File: src/rtl/cache_types_pkg.sv
// ============================================================================
// Module      : cache_types_pkg
// Description : Shared types and mux-select encodings for the cache controller.
// Revision    : 1.0 - initial release
// ============================================================================
`default_nettype none

package cache_types_pkg;

    typedef enum logic [2:0] {
        IDLE      = 3'd0,
        COMPARE   = 3'd1,
        WRITEBACK = 3'd2,
        ALLOCATE  = 3'd3,
        REFILL    = 3'd4
    } state_t;

    // Data-array write-enable source: whole-line fill or CPU byte write per way.
    localparam logic [2:0] c_we_none  = 3'b000;
    localparam logic [2:0] c_we_line0 = 3'b001;
    localparam logic [2:0] c_we_line1 = 3'b010;
    localparam logic [2:0] c_we_byte0 = 3'b101;
    localparam logic [2:0] c_we_byte1 = 3'b110;

    localparam logic [1:0] c_lo_none  = 2'b00;
    localparam logic [1:0] c_lo_way0  = 2'b01;
    localparam logic [1:0] c_lo_way1  = 2'b10;

endpackage

`default_nettype wire

File: src/rtl/cache_control.sv
// ============================================================================
// Module      : cache_control
// Description : Two-way write-back cache controller FSM with pipelined hits.
// Revision    : 1.0 - initial release
// ============================================================================
`default_nettype none

module cache_control
    import cache_types_pkg::*;
#(
    parameter int s_index  = 3,
    parameter int s_tag    = 24,
    parameter int s_offset = 5
) (
    input  logic                 clk,
    input  logic                 rst,
    input  logic                 mem_read,
    input  logic                 mem_write,
    input  logic                 mem_read_reg_out,
    input  logic                 mem_write_reg_out,
    input  logic [31:0]          mem_address_reg_out,
    input  logic [s_index-1:0]   index_reg_out,
    input  logic [1:0]           hit,
    input  logic [1:0]           dirty_out,
    input  logic                 lru_out,
    input  logic [2*s_tag-1:0]   tag_out,
    input  logic                 pmem_resp,
    output logic                 mem_resp,
    output logic                 pmem_read,
    output logic                 pmem_write,
    output logic [31:0]          pmem_address,
    output logic                 load_stage,
    output logic                 rindex_mux_sel,
    output logic [1:0]           data_read_in,
    output logic [1:0]           tag_read_in,
    output logic [1:0]           valid_read_in,
    output logic [1:0]           dirty_read_in,
    output logic                 lru_read_in,
    output logic [1:0]           load_tag,
    output logic [1:0]           load_valid,
    output logic [1:0]           load_dirty,
    output logic                 load_lru,
    output logic                 lru_in,
    output logic                 line_in_mux_sel,
    output logic [1:0]           line_out_mux_sel,
    output logic                 dirty_in_mux_sel,
    output logic                 pmem_wdata_mux_sel,
    output logic [2:0]           write_en_mux_sel
);

    state_t             r_state;
    state_t             w_next_state;
    logic               w_new_req;
    logic               w_victim;
    logic [1:0]         w_victim_mask;
    logic               w_hit_way;
    logic [1:0]         w_hit_mask;
    logic [s_tag-1:0]   w_victim_tag;
    logic               w_unused_offset;

    assign data_read_in  = 2'b11;
    assign tag_read_in   = 2'b11;
    assign valid_read_in = 2'b11;
    assign dirty_read_in = 2'b11;
    assign lru_read_in   = 1'b1;

    // LRU is never updated during a miss, so lru_out names the victim until refill.
    assign w_new_req     = mem_read | mem_write;
    assign w_victim      = lru_out;
    assign w_victim_mask = w_victim ? 2'b10 : 2'b01;
    assign w_victim_tag  = w_victim ? tag_out[2*s_tag-1:s_tag] : tag_out[s_tag-1:0];
    assign w_hit_way     = ~hit[0];
    assign w_hit_mask    = w_hit_way ? 2'b10 : 2'b01;
    assign w_unused_offset = ^mem_address_reg_out[s_offset-1:0];

    always_ff @(posedge clk) begin
        if (rst) begin
            r_state <= IDLE;
        end else begin
            r_state <= w_next_state;
        end
    end

    always_comb begin
        w_next_state       = r_state;
        mem_resp           = 1'b0;
        pmem_read          = 1'b0;
        pmem_write         = 1'b0;
        pmem_address       = '0;
        load_stage         = 1'b0;
        rindex_mux_sel     = 1'b0;
        load_tag           = 2'b00;
        load_valid         = 2'b00;
        load_dirty         = 2'b00;
        load_lru           = 1'b0;
        lru_in             = 1'b0;
        line_in_mux_sel    = 1'b0;
        line_out_mux_sel   = c_lo_none;
        dirty_in_mux_sel   = 1'b0;
        pmem_wdata_mux_sel = 1'b0;
        write_en_mux_sel   = c_we_none;

        case (r_state)
            IDLE: begin
                load_stage = w_new_req;
                if (w_new_req) begin
                    w_next_state = COMPARE;
                end
            end

            COMPARE: begin
                if (|hit) begin
                    // Hit: respond now and accept the next request in the same cycle.
                    mem_resp     = 1'b1;
                    load_lru     = 1'b1;
                    lru_in       = hit[0];
                    load_stage   = w_new_req;
                    w_next_state = w_new_req ? COMPARE : IDLE;
                    if (mem_write_reg_out) begin
                        write_en_mux_sel = w_hit_way ? c_we_byte1 : c_we_byte0;
                        load_dirty       = w_hit_mask;
                        dirty_in_mux_sel = 1'b1;
                    end else if (mem_read_reg_out) begin
                        line_out_mux_sel = w_hit_way ? c_lo_way1 : c_lo_way0;
                    end
                end else begin
                    rindex_mux_sel = 1'b1;
                    w_next_state   = dirty_out[w_victim] ? WRITEBACK : ALLOCATE;
                end
            end

            WRITEBACK: begin
                rindex_mux_sel     = 1'b1;
                pmem_write         = 1'b1;
                pmem_wdata_mux_sel = w_victim;
                pmem_address       = {w_victim_tag, index_reg_out, {s_offset{1'b0}}};
                if (pmem_resp) begin
                    w_next_state = ALLOCATE;
                end
            end

            ALLOCATE: begin
                rindex_mux_sel = 1'b1;
                pmem_read      = 1'b1;
                pmem_address   = {mem_address_reg_out[31:s_offset], {s_offset{1'b0}}};
                if (pmem_resp) begin
                    line_in_mux_sel  = 1'b1;
                    write_en_mux_sel = w_victim ? c_we_line1 : c_we_line0;
                    load_tag         = w_victim_mask;
                    load_valid       = w_victim_mask;
                    load_dirty       = w_victim_mask;
                    dirty_in_mux_sel = 1'b0;
                    w_next_state     = REFILL;
                end
            end

            REFILL: begin
                rindex_mux_sel = 1'b1;
                w_next_state   = COMPARE;
            end

            default: begin
                w_next_state = IDLE;
            end
        endcase
    end

endmodule

`default_nettype wire

File: config.mk
export PLATFORM = sky130hd
export DESIGN_NAME = cache_control
export DESIGN_NICKNAME = d
export VERILOG_FILES = /design/src/rtl/cache_types_pkg.sv /design/src/rtl/cache_control.sv
export SDC_FILE = /design/constraint.sdc
export NUM_CORES = 1
export LEC_CHECK = 0
export BUFFER_PORTS_ARGS = -buffer_cell sky130_fd_sc_hd__buf_4
export CORE_MARGIN = 4
export CORE_UTILIZATION = 25
export CTS_BUF_LIST = sky130_fd_sc_hd__clkbuf_16
export CTS_CLUSTER_DIAMETER = 40
export DETAILED_ROUTE_END_ITERATION = 8
export PLACE_DENSITY = 0.68
export SLEW_MARGIN = 25
export SYNTH_ARGS = -nofsm -noshare
export SYNTH_HDL_FRONTEND = slang
export SYNTH_SLANG_ARGS = --single-unit
export TNS_END_PERCENT = 50
File: constraint.sdc
create_clock -name clk -period 3.8 [get_ports clk]
set_clock_uncertainty 0.2 [all_clocks]
set_input_delay 0.76 -clock clk [delete_from_list [all_inputs] [get_ports clk]]
set_output_delay 0.76 -clock clk [all_outputs]
set_load 0.1 [all_outputs]
* After elaboration in Yosys (flattened, before gate mapping)
Cells that the tools add are included.
** Operators by class
- Reductions and logical operators :: 4
- Bitwise operators :: 1
- Mux-type cells :: 44
- Equality and inequality tests :: 7
- Order comparisons :: 1
** Operator list (count)
- 32-bit one-hot mux with 2 select lines :: 1
- 2-bit two-way mux :: 14
- 24-bit two-way mux :: 1
- 1-bit two-way mux :: 18
- 3-bit two-way mux :: 5
- 3-bit one-hot mux with 5 select lines :: 1
- 3-bit by 2-bit == test with 1-bit output, second input constant :: 2
- 2-bit != test, second input constant :: 3
- 3-bit one-hot mux with 2 select lines :: 1
- 1-bit one-hot mux with 2 select lines :: 2
- 2-bit one-hot mux with 2 select lines :: 1
- 3-bit by 1-bit == test with 1-bit output, second input constant :: 1
- 3-bit == test, second input constant :: 1
- 3-bit logical NOT :: 1
- 3-bit AND reduction :: 1
- 3-bit OR reduction :: 1
- 1-bit by 2-bit less-than comparator with 1-bit output, second input constant :: 1
- 2-bit OR reduction :: 1
- 1-bit OR :: 1
** Word-level totals
- Bits of input ports :: 95
- Register bits after elaboration :: 3

* Logic depth before layout (Yosys ltp)
- Depth after elaboration :: 5
- Depth in mapped cells :: 6
- Depth with buffers taken out :: 4

* Least setup slack after synthesis
No wires, ideal clock.
- Path type :: input port to output port
- Start point :: input lru_out
- End point :: output pmem_address[11]
- Path slack :: -0.266 ns
- Data arrival time :: 3.106 ns
- Stages on the path :: 3
- Cell sequence :: buf_6 > mux2i_1 > o21ai_0
** Between the ends
- Longest elaborated chain between the ends :: 2
** RTL lines
- from (decl) :: line cache_control.sv:25 : input logic lru_out,
- 24-bit two-way mux :: line cache_control.sv:71 : assign w_victim_tag = w_victim ? tag_out[2*s_tag-1:s_tag] : tag_out[s_tag-1:0];
- 32-bit one-hot mux with 2 select lines :: line cache_control.sv:103 : case (r_state)
- to (decl) :: line cache_control.sv:31 : output logic [31:0] pmem_address,
No other way between the ends.

* Final worst setup path
- Start point :: register r_state[2]
- End point :: output pmem_address[8]
** Between the ends
- Longest elaborated chain between the ends :: 2
- Elaborated cells between the ends (all ways) :: 3
- Those cells by class :: eq/ne (2); mux (1)
** RTL lines
- from (decl) :: line cache_control.sv:51 : state_t r_state;
- from (signal assigned) :: line cache_control.sv:80 : r_state <= w_next_state;
- 3-bit by 2-bit == test with 1-bit output :: line cache_control.sv:103
- 32-bit one-hot mux with 2 select lines * :: line cache_control.sv:103
Mark *: on every way between the ends. The rest lies on a longest branch, timed or not.

==> impl_metrics.prom <==
# TYPE chip_impl_metric gauge
chip_impl_metric{name="largest_register_ff_count",unit=""} 3
chip_impl_metric{name="drt-pass1-iter-count",unit=""} 4
chip_impl_metric{name="gp_congestion",unit=""} 0.758
chip_impl_info{name="cts_tree",value="done"} 1
chip_impl_metric{name="timing.final.crit_period",unit="ps"} 2970
chip_impl_metric{name="post_synth_arst_share",unit="%"} 0
chip_impl_metric{name="ir_worst_vdd",unit="mV"} 0.211
chip_impl_metric{name="leakage",unit="nW"} 1.17
chip_impl_metric{name="routed_wl",unit="mm"} 4.33
chip_impl_info{name="ys_top_cells_by_count",value="26 x sky130_fd_sc_hd__mux2i_1, 25 x sky130_fd_sc_hd__nand2_1, 20 x sky130_fd_sc_hd__o21ai_2"} 1
chip_impl_info{name="worstPathCellList",value="nand2b_1 -> or2_1 -> buf_4 -> o21ai_2 -> buf_4"} 1
chip_impl_metric{name="setup_fix_bufs_post_cts",unit=""} 0
chip_impl_metric{name="track_usage",unit="%"} 13.2
chip_impl_metric{name="grt_overflow",unit=""} 0
chip_impl_metric{name="fmax",unit="MHz"} 337
chip_impl_metric{name="finalCritPeriodShare",unit="%"} 78.1
chip_impl_info{name="result_of_the_run",value="complete, no violations"} 1
chip_impl_metric{name="yosys.cell_types.count",unit=""} 34
chip_impl_metric{name="crit_arrival",unit="ps"} 2010
chip_impl_metric{name="placement.io_buffers",unit=""} 137
chip_impl_metric{name="synth_enable_flop_cells",unit=""} 0
chip_impl_info{name="library_cell_with_the_highest_instance_count_after_synthesis",value="sky130_fd_sc_hd__mux2i_1"} 1
chip_impl_info{name="start_kind",value="register"} 1
chip_impl_metric{name="cp_data_required_time",unit="ps"} 2840
chip_impl_metric{name="seq_area_frac_synth",unit="%"} 5.39
chip_impl_info{name="critical_path.slowest_cell",value="sky130_fd_sc_hd__or2_1"} 1
chip_impl_metric{name="design.die.area",unit="mm2"} 0.00559
chip_impl_metric{name="post_cts_resized",unit=""} 0
chip_impl_metric{name="antenna_found_initial",unit=""} 0
chip_impl_metric{name="drt_first_iter_violations",unit=""} 27
chip_impl_metric{name="io-pin-count",unit=""} 157
chip_impl_metric{name="cp_max_fo",unit=""} 13
chip_impl_metric{name="multiInputGateArea",unit="um2"} 828
chip_impl_metric{name="syn_inst",unit=""} 146
chip_impl_metric{name="filler_cell_count",unit=""} 428
chip_impl_info{name="worst-setup-path-type",value="reg2out"} 1
chip_impl_info{name="synth.area.top_cells",value="sky130_fd_sc_hd__mux2i_1 23%, sky130_fd_sc_hd__o21ai_2 16%, sky130_fd_sc_hd__buf_4 13%"} 1
chip_impl_metric{name="dr_total_vias",unit=""} 1487
chip_impl_metric{name="post_cts_hold_buffer_count",unit=""} 0
chip_impl_info{name="crit_family",value="simple AND/OR/NAND/NOR gates"} 1
chip_impl_metric{name="synth_top_area_share",unit="%"} 23.3
chip_impl_metric{name="cts.htree.levels",unit=""} 1
chip_impl_metric{name="dpl.hpwl",unit="mm"} 3.66
chip_impl_metric{name="hold_viol_final",unit=""} 0
chip_impl_info{name="cts-root-buf",value="sky130_fd_sc_hd__clkbuf_16"} 1
chip_impl_info{name="synthDominantAreaCellType",value="sky130_fd_sc_hd__mux2i_1"} 1
chip_impl_metric{name="vias_in_the_first_global_route",unit=""} 1293
chip_impl_metric{name="clk_pin_slew",unit="ps"} 30
chip_impl_metric{name="grt_start_max_net_pins",unit=""} 30
chip_impl_metric{name="drc",unit=""} 0
chip_impl_metric{name="die-width",unit="um"} 74.8
chip_impl_metric{name="setup_viol",unit=""} 0
chip_impl_metric{name="antenna_cells",unit=""} 0
chip_impl_metric{name="floorplan.core_area",unit="mm2"} 0.00432
chip_impl_metric{name="post_synth.cell_area_avg",unit="um2"} 7.64
chip_impl_metric{name="ys_ff_latch",unit=""} 3
chip_impl_metric{name="final_net_count",unit=""} 368
chip_impl_info{name="holdCritPathClass",value="reg2reg"} 1
chip_impl_metric{name="final_util",unit="%"} 48.3
chip_impl_metric{name="route.detailed.vias_per_inst",unit=""} 4.59
chip_impl_metric{name="floorplan.rows",unit=""} 24
chip_impl_metric{name="worst_skew_pair.late_latency",unit="ps"} 220
chip_impl_metric{name="synth.cell_area",unit="mm2"} 0.00111
chip_impl_metric{name="grt_first_pass_wirelength",unit="mm"} 5.89
chip_impl_info{name="max_flop_register",value="r_state"} 1
chip_impl_metric{name="drv.max_cap_violation_count",unit=""} 0
chip_impl_metric{name="timing_worst_slew_pin_value",unit="ps"} 653
chip_impl_metric{name="drv_slew",unit=""} 0
chip_impl_metric{name="synthesis.yosys.warnings",unit=""} 0
chip_impl_metric{name="fin_setup_tns",unit="ps"} 0
chip_impl_metric{name="post-route-cell-area",unit="mm2"} 0.00209
chip_impl_metric{name="place_area",unit="mm2"} 0.00201
chip_impl_info{name="biggestRegsByFlops",value="r_state: 3 flops"} 1
chip_impl_metric{name="tritoncts_num_sinks",unit=""} 3
chip_impl_metric{name="power_density",unit="mW/mm2"} 295
chip_impl_info{name="grt_setup_unrepaired",value="false"} 1
chip_impl_metric{name="final_layout_size_suffix_gt1_share",unit="%"} 61.0
chip_impl_metric{name="area_delta_synth_final",unit="%"} 87.2
chip_impl_metric{name="holdWs",unit="ps"} 358
chip_impl_metric{name="clock_tree.buffer_depth",unit=""} 2
chip_impl_info{name="synth-main-ff-cell",value="sky130_fd_sc_hd__dfxtp_1"} 1
chip_impl_metric{name="start_util",unit="%"} 25.8
chip_impl_info{name="critical_path.most_common_cell",value="sky130_fd_sc_hd__buf_4"} 1
chip_impl_metric{name="wl_per_cell",unit="um"} 13.4
chip_impl_metric{name="cp_num_buf_inv",unit=""} 2
chip_impl_metric{name="max_slew_headroom_at_the_worst_pin",unit="%"} 56.5
chip_impl_metric{name="cts_made_buffers",unit=""} 3
chip_impl_metric{name="die_h",unit="um"} 74.8
chip_impl_metric{name="postRouteAntennaNets",unit=""} 0
chip_impl_info{name="critPathCaptureType",value="output port"} 1
chip_impl_metric{name="worst_path_largest_cell_delay",unit="ps"} 530
chip_impl_metric{name="layout.area.seq",unit="um2"} 60.1
==> cells by family after synthesis <==
group	Yosys count	share of synthesized area, %
AOI/OAI and AO/OA	37	26.3
buffers and inverters	32	24.4
DFF	3	5.39
muxes	26	23.3
other	2	0.674
and+or+nand+nor	46	20.0
==> stage by stage <==
| step | total power, W | instances | setup WS [ps] |
|---|---|---|---|
| after floorplan | 0.000360 | 158 | -266 |
| after global placement | 0.000452 | 320 | 919 |
| after detailed placement | 0.000454 | 320 | 923 |
| after CTS | 0.000621 | 324 | 785 |
| after global routing | 0.000642 | 324 | 663 |
| final | 0.000616 | 324 | 833 |
==> final timing paths <==
check | endpoint | startpoint | slack [ps] | depth (start not counted)
hold / removal | r_state[1] | r_state[2] | 360 | 1
setup reg to reg | r_state[2] | r_state[0] | 2350 | 3
setup / recovery | pmem_address[8] | r_state[2] | 830 | 5
hold reg to reg | r_state[1] | r_state[2] | 360 | 1
==> cell type report <==
cell class | instances | area share, %
inverter | 3 | 0.540
clock buffer | 3 | 3.60
tap | 52 | 3.12
timing repair buffer | 139 | 50.0
clock inverter | 1 | 0.180
sequential | 3 | 2.88
multi-input combinational | 123 | 39.7
==> metal layers <==
layer / up-vias / track usage, % / share of wire, %
li1: 740 / - / -
met4: 0 / 2.37 / 0
met5: - / 0 / 0
met1: 656 / 14.9 / 33
met3: 0 / 4.41 / 14
met2: 91 / 24.2 / 53
==> report_power, final <==
part	total [W]	switching, W	leakage [nW]	internal, W
registers	0.0000381	0.00000427	0.0246	0.0000339
clock network	0.000164	0.0000280	0.0423	0.000136
logic	0.000414	0.000297	1.10	0.000117
==> placed cells by master, fill, tap and decap left out, types with 2 or more instances in the layout <==
master                        n
sky130_fd_sc_hd__and2_1       3
sky130_fd_sc_hd__inv_1        3
sky130_fd_sc_hd__a22o_1       3
sky130_fd_sc_hd__nand2_1     25
sky130_fd_sc_hd__conb_1      14
sky130_fd_sc_hd__o21ai_2     20
sky130_fd_sc_hd__buf_4      139
sky130_fd_sc_hd__o21ai_1      3
sky130_fd_sc_hd__nor2_1       4
sky130_fd_sc_hd__clkbuf_16    3
sky130_fd_sc_hd__a21oi_1      2
sky130_fd_sc_hd__o21ai_0      2
sky130_fd_sc_hd__dfxtp_1      3
sky130_fd_sc_hd__mux2i_1     26
sky130_fd_sc_hd__and3_1       4
No activity file was read; power rests on OpenSTA's default activity.
